--- config.mk ---
export PLATFORM = sky130hd
export DESIGN_NAME = mux_16to1_rr
export DESIGN_NICKNAME = d
export VERILOG_FILES = /design/src/rtl/demux_pkg.sv /design/src/rtl/rr_prio_encoder16.sv /design/src/rtl/mux_16to1_rr.sv
export SDC_FILE = /design/constraint.sdc
export NUM_CORES = 1
export LEC_CHECK = 0
export ABC_AREA = 1
export CORE_UTILIZATION = 47
export DETAILED_ROUTE_END_ITERATION = 7
export PLACE_DENSITY = 0.95
export SLEW_MARGIN = 20
export SYNTH_ARGS = -nofsm -noshare
export SYNTH_HDL_FRONTEND = slang
export SYNTH_SLANG_ARGS = --single-unit
--- constraint.sdc ---
create_clock -name clk -period 7.1 [get_ports clk]
set_clock_uncertainty 0.05 [all_clocks]
set_input_delay 1.42 -clock clk [delete_from_list [all_inputs] [get_ports clk]]
set_output_delay 1.42 -clock clk [all_outputs]
set_load 0.1 [all_outputs]
--- src/rtl/demux_pkg.sv ---
// rtl/demux_pkg.sv - channel count, select/one-hot types shared by the 1:16 mux and demux
package demux_pkg;
    localparam int N_CH  = 16;
    localparam int SEL_W = 4;

    typedef logic [SEL_W-1:0] sel_t;
    typedef logic [N_CH-1:0]  onehot_t;

    function automatic onehot_t to_onehot(input sel_t idx);
        return onehot_t'(1) << idx;
    endfunction
endpackage

--- src/rtl/rr_prio_encoder16.sv ---
// rtl/rr_prio_encoder16.sv - 16-way rotating/fixed priority encoder, purely combinational
module rr_prio_encoder16
    import demux_pkg::*;
(
    input  onehot_t req,
    input  sel_t    ptr,
    input  logic    fixed_mode,
    output onehot_t gnt_onehot,
    output sel_t    gnt_idx,
    output logic    any
);
    sel_t start;
    sel_t cand;

    always_comb begin
        start   = fixed_mode ? '0 : ptr;
        gnt_idx = '0;
        any     = 1'b0;
        cand    = '0;
        // Search upward from start; the 4-bit add wraps 15 -> 0 naturally.
        for (int i = 0; i < N_CH; i++) begin
            cand = start + sel_t'(i);
            if (!any && req[cand]) begin
                gnt_idx = cand;
                any     = 1'b1;
            end
        end
        gnt_onehot = any ? to_onehot(gnt_idx) : '0;
    end
endmodule

--- src/rtl/mux_16to1_rr.sv ---
// rtl/mux_16to1_rr.sv - 16:1 valid/ready collector with round-robin or fixed arbitration
module mux_16to1_rr
    import demux_pkg::*;
#(
    parameter int DATA_W    = 8,
    parameter int PRIO_MODE = 0
) (
    input  logic                   clk,
    input  logic                   rst_n,
    input  logic [N_CH-1:0]        in_valid,
    input  logic [N_CH*DATA_W-1:0] in_data,
    output logic [N_CH-1:0]        in_ready,
    output logic                   out_valid,
    output logic [DATA_W-1:0]      out_data,
    output logic [SEL_W-1:0]       out_sel,
    input  logic                   out_ready
);
    logic              out_valid_q, out_valid_d;
    logic [DATA_W-1:0] out_data_q, out_data_d;
    sel_t              out_sel_q, out_sel_d;
    sel_t              ptr_q, ptr_d;

    onehot_t gnt_onehot;
    sel_t    gnt_idx;
    logic    gnt_any;
    logic    load;

    rr_prio_encoder16 u_enc (
        .req        (in_valid),
        .ptr        (ptr_q),
        .fixed_mode (PRIO_MODE != 0),
        .gnt_onehot (gnt_onehot),
        .gnt_idx    (gnt_idx),
        .any        (gnt_any)
    );

    assign load = !out_valid_q || out_ready;

    always_comb begin
        out_valid_d = out_valid_q;
        out_data_d  = out_data_q;
        out_sel_d   = out_sel_q;
        ptr_d       = ptr_q;
        in_ready    = '0;
        // No accept during reset so a source never believes a dropped beat was taken.
        if (load && rst_n) begin
            if (gnt_any) begin
                in_ready    = gnt_onehot;
                out_valid_d = 1'b1;
                out_data_d  = in_data[gnt_idx*DATA_W +: DATA_W];
                out_sel_d   = gnt_idx;
                ptr_d       = gnt_idx + sel_t'(1);
            end else begin
                out_valid_d = 1'b0;
            end
        end
    end

    always_ff @(posedge clk) begin
        if (!rst_n) begin
            out_valid_q <= 1'b0;
            out_data_q  <= '0;
            out_sel_q   <= '0;
            ptr_q       <= '0;
        end else begin
            out_valid_q <= out_valid_d;
            out_data_q  <= out_data_d;
            out_sel_q   <= out_sel_d;
            ptr_q       <= ptr_d;
        end
    end

    assign out_valid = out_valid_q;
    assign out_data  = out_data_q;
    assign out_sel   = out_sel_q;
endmodule

Yosys cells after proc, flatten, opt, wreduce, memory -nomap -nowiden
Cells that the tools add are included.

Add/sub/neg operators: 16. Reductions and logical operators: 34. Mux-type cells: 67. Shift operators: 2. Order comparisons: 16.

Operators with widths (count): $shiftx 128x8->8 (1); $lt 4x5->1 const B (16); $bmux 1 s4 (16); $mux 4 (16); $mux 1 (33); $add 4x4->4 const B (8); $mux 16 (2); $add 4x3->4 const B (4); $logic_and 1x1->1 (16); $logic_not 1->1 (16); $shl 1x4->16 const A (1); $add 4x1->4 const B (2); $add 4x2->4 const B (2); $reduce_and 2->1 (1); $logic_or 1x1->1 (1).

Output and inout bits: 29. Logic and storage cells: 139. Input bits: 147. Flip-flop bits (word level): 17.

Depth between registers and ports, before layout
Depth after elaboration: 51. Depth in mapped cells: 30. Gate-level depth less buffers: 27.

Hierarchy
From an unflattened synthesis, not the netlist that was laid out.

Cell total of the unflattened synthesis: 929. Area total of the unflattened synthesis: 4485.6 µm².

By module, submodules not included: rr_prio_encoder16 (cells an instance 497, times used 1, seq. area each 0.0 µm², area an instance 2336.0 µm²); mux_16to1_rr (cells an instance 432, times used 1, seq. area each 340.3 µm², area an instance 2149.6 µm²).

Worst setup path before layout
No wires, ideal clock.

Kind: input to output. From: in in_valid[11]. To: out in_ready[15]. Data required time: 5630 ps. Setup slack: 792 ps. Cell stages on the path: 23. Path buffers: 1. Arrival: 4838 ps. Cell sequence: nand2_1 > nand3_1 > nand3_1 > nand2_1 > nand2_1 > nand2_1 > nor2_4 > nand4_2 > nor2_2 > nand4_1 > nor2_2 > nand4_1 > nor2_1 > nor2_1 > nand3_2 > nand2_2 > buf_6 > inv_2 > nand2_1 > inv_2 > ha_1 > inv_1 > nor2_1.

Cells in the longest elaborated chain, start to end: 51. Elaborated cells on any way between the ends: 97. Classes of those cells: shift (1); mux (66); reduce/logical (30).

Ends and longest elaborated chain: start, declared (line mux_16to1_rr.sv:10) `input logic [N_CH-1:0] in_valid,`; $bmux 1 s4 (line rr_prio_encoder16.sv:23) `if (!any && req[cand]) begin`; $mux 1 (implied by the code) (line rr_prio_encoder16.sv:23); $mux 1 (line rr_prio_encoder16.sv:23); $logic_not 1->1 (line rr_prio_encoder16.sv:23); $logic_and 1x1->1 (line rr_prio_encoder16.sv:23); $mux 1 (line rr_prio_encoder16.sv:23); $logic_not 1->1 (line rr_prio_encoder16.sv:23); $logic_and 1x1->1 (line rr_prio_encoder16.sv:23); [... 35 more ...]; $logic_and 1x1->1 (line rr_prio_encoder16.sv:23); $mux 1 (line rr_prio_encoder16.sv:23); $logic_not 1->1 (line rr_prio_encoder16.sv:23); $logic_and 1x1->1 (line rr_prio_encoder16.sv:23); $mux 4 (line rr_prio_encoder16.sv:23); $shl 1x4->16 (line demux_pkg.sv:10) `return onehot_t'(1) << idx;`; $mux 16 * (line mux_16to1_rr.sv:47) `if (gnt_any) begin`; $mux 16 * (line mux_16to1_rr.sv:46) `if (load && rst_n) begin`; end, declared (line mux_16to1_rr.sv:12) `output logic [N_CH-1:0] in_ready,`.

Every way passes the cells marked *; elsewhere a longest branch is shown, timed or not. The select of a mux whose other input is x is not followed.

Final worst setup path
From: in in_valid[14]. To: out in_ready[7].

Same word-level chain as after synthesis.

==> flow_metrics.py <==
metrics = {
    "final_layout": {
        "diodes": 0,
        "drive_gt1_share_pct": 6.36,
        "multi_input_area_sq_um": 3140,
        "regArea_sq_um": 340,
        "area_growth_pct": 48.8,
        "num-fill-cells": 698,
        "nets": 1115,
    },
    "placement": {
        "dp_hpwl_um": 12800,
        "gp_congestion": 1.01,
        "port_buffers": 175,
    },
    "detailed_routing": {
        "vias_per_cell": 5.61,
        "antenna_left": 0,
        "drt-total-wl_um": 16200,
        "vias": 5964,
        "first_iter_violations": 592,
        "wl_per_cell_um": 15.2,
        "route.detailed.drc": 0,
        "drtPass1Iterations": 5,
    },
    "yosys": {
        "yosys.area_share.simple_pct": 68.7,
        "async_reset_ff_share_pct": 0,
        "synth_top_family_by_area": "simple AND/OR/NAND/NOR gates",
        "synthMuxAreaShare_pct": 0,
        "syn-instance-count": 807,
        "syn_avg_cell_area_sq_um": 4.92,
        "ys_types": 36,
        "netlist_area_sq_um": 3970,
        "synth_xor_area_share_pct": 2.17,
        "ys_seq_elements": 17,
        "syn_nets": 962,
        "synth_edf_count": 0,
        "synth-seq-area-share_pct": 8.57,
        "yosysWarnings": 0,
        "synthFlopType": "dfxtp_1",
        "synthAdderAreaFrac_pct": 2.52,
        "synth-compound-area-share_pct": 5.64,
    },
    "cts": {
        "cts.path.max_buffers": 2,
        "cts_buffers": 3,
        "ctsHoldBuffers": 0,
        "cts_resized": 0,
        "cts_tree": "built",
        "postCtsSetupRepairBufs": 0,
        "insertion_delay_ns": 0.25,
        "htreeDepth": 1,
        "numClockSinks": 17,
        "cts.clk_slew.worst_paths_ns": 0.07,
        "cts-root-buf": "clkbuf_8",
    },
    "timing": {
        "max_freq_mhz": 153,
        "holdWs_ns": 0.425,
        "rsz0062_at_grt": "no",
        "finalCritPeriodShare_pct": 92.3,
        "max_slew_margin_pct": 29.2,
        "slew_violations": 0,
        "worst_pin_slew_ns": 1.06,
        "finalHoldViolCount": 0,
        "fin_setup_tns_ns": 0,
        "finalCriticalPeriod_ns": 6.55,
        "setup_viol_count_final": 0,
    },
    "floorplanning": {
        "design.portCount": 176,
        "die_w_um": 93.9,
        "core_sq_um": 8220,
        "die_y_um": 93.9,
        "num_rows": 33,
        "initial_core_util_pct": 48.3,
        "die_area_sq_um": 8820,
    },
    "critical_path": {
        "critPathBufInv": 7,
        "worst_path_max_delay_cell": "clkdlybuf4s50_1",
        "r2r_end": "out_data[6]",
        "cp-end-kind": "primary output",
        "cpMostUsedCell": "nand2_1",
        "worstSetupPathType": "in2out",
        "crit_start": "in_valid[14]",
        "r2r_cells": 27,
        "worstPathRequired_ns": 5.63,
        "crit_fanout": 25,
        "timing.rr.start": "ptr_q[0]",
        "r2r_slack_ns": 2.29,
        "critPathTopFamily": "simple AND/OR/NAND/NOR gates",
        "critPathMaxStageDelay_ns": 0.42,
        "critPathArrivalTime_ns": 5.08,
        "cp-start-kind": "primary input",
    },
    "global_route": {
        "grt_pass1_vias": 5102,
        "grt.total_usage_pct": 35.2,
        "grt_pass1_wl_um": 24600,
        "grt_remaining_overflow": 0,
        "grt_start_max_net_pins": 65,
        "antenna_found_initial": 0,
    },
    "min_path": {
        "worstHoldStart": "out_sel[3]",
        "hold_path_depth": 2,
        "worstHoldEndpoint": "out_sel[3]",
        "min_path_type": "reg2reg",
    },
    "job": {
        "cap_violations": 0,
    },
    "run_status": {
        "status": "completed",
    },
}
layout by cell type (no fill, tap or decap), drive strengths merged, types with 2 or more instances in the layout:
master,netlist,routed
a21oi,8,8
buf,31,31
clkbuf,11,3
clkdlybuf4s50,0,159
clkinv,1,2
dfxtp,17,17
ha,8,8
inv,60,60
nand2,354,354
nand3,206,206
nand3b,3,3
nand4,11,11
nor2,54,54
o211ai,2,2
o21a,2,2
o21ai,20,20
o22ai,3,3
or2,2,2
xnor2,3,3
xor2,6,6
routing by layer:
layer / wire [um] / global-route usage [%]
met1: 6490 / 48.3
met2: 7280 / 55.8
met3: 2090 / 7.12
met4: 308 / 8.97
met5: 0 / 0
stage by stage:
step	cell area, sq um	utilization (%)	cells	setup slack, ns
finish	5910	71.9	1064	0.547
CTS	5910	71.9	1064	0.630
global route	5910	71.9	1064	0.305
global placement	5860	71.4	1060	0.847
detailed placement	5860	71.4	1060	0.630
floorplan	3970	-	807	0.792
tightest hold or removal path, cell delays in order (launching register included):
cell     delay, ns
dfxtp_1       0.32
nand3_1       0.07
nand2_1       0.05
cell type report:
cell class | count | area share, %
timing repair buffer | 190 | 34.3
clock inverter | 1 | 0.0847
inverter | 61 | 3.87
sequential | 17 | 5.76
multi-input combinational | 687 | 53.1
tap | 105 | 2.22
clock buffer | 3 | 0.699
synthesized netlist by cell type, types with 3 or more instances:
library cell / instances / area share (%)
a21oi_1: 8 / 1.0
buf_2: 11 / 1.4
buf_4: 15 / 2.8
buf_6: 5 / 1.4
clkbuf_1: 11 / 1.0
dfxtp_1: 17 / 8.6
ha_1: 8 / 2.5
inv_1: 51 / 4.8
inv_2: 9 / 0.85
nand2_1: 351 / 33
nand2_2: 3 / 0.47
nand3_1: 204 / 26
nand3b_1: 3 / 0.57
nand4_1: 8 / 1.3
nand4_2: 3 / 0.94
nor2_1: 48 / 4.5
nor2_2: 5 / 0.79
o21ai_0: 17 / 2.1
o21ai_1: 3 / 0.38
xor2_1: 6 / 1.3
worst max-delay path by stage:
stage,to,cells after the start
6_report,in_ready[7],25
5_1_grt,in_ready[7],25
2_1_floorplan,in_ready[15],23
3_3_place_gp,in_ready[15],25
4_1_cts,in_ready[7],25
3_5_place_dp,in_ready[7],25
registers in the layout (all words and copies together) (netlist names):
signal	count
out_data	8
out_sel	4
out_valid	1
ptr_q	4
kinds of logic (layout without fill, tap and decap cells):
kind of cell,count (synthesis),after routing
compound gates,39,39
xor+xnor,9,9
buf+inv,103,255
fa+ha+maj,8,8
simple gates,631,631
flops,17,17
Power is left out: the tool's default activity adds up to more than one toggle a clock period on the data nets, which glitch-free logic cannot reach.
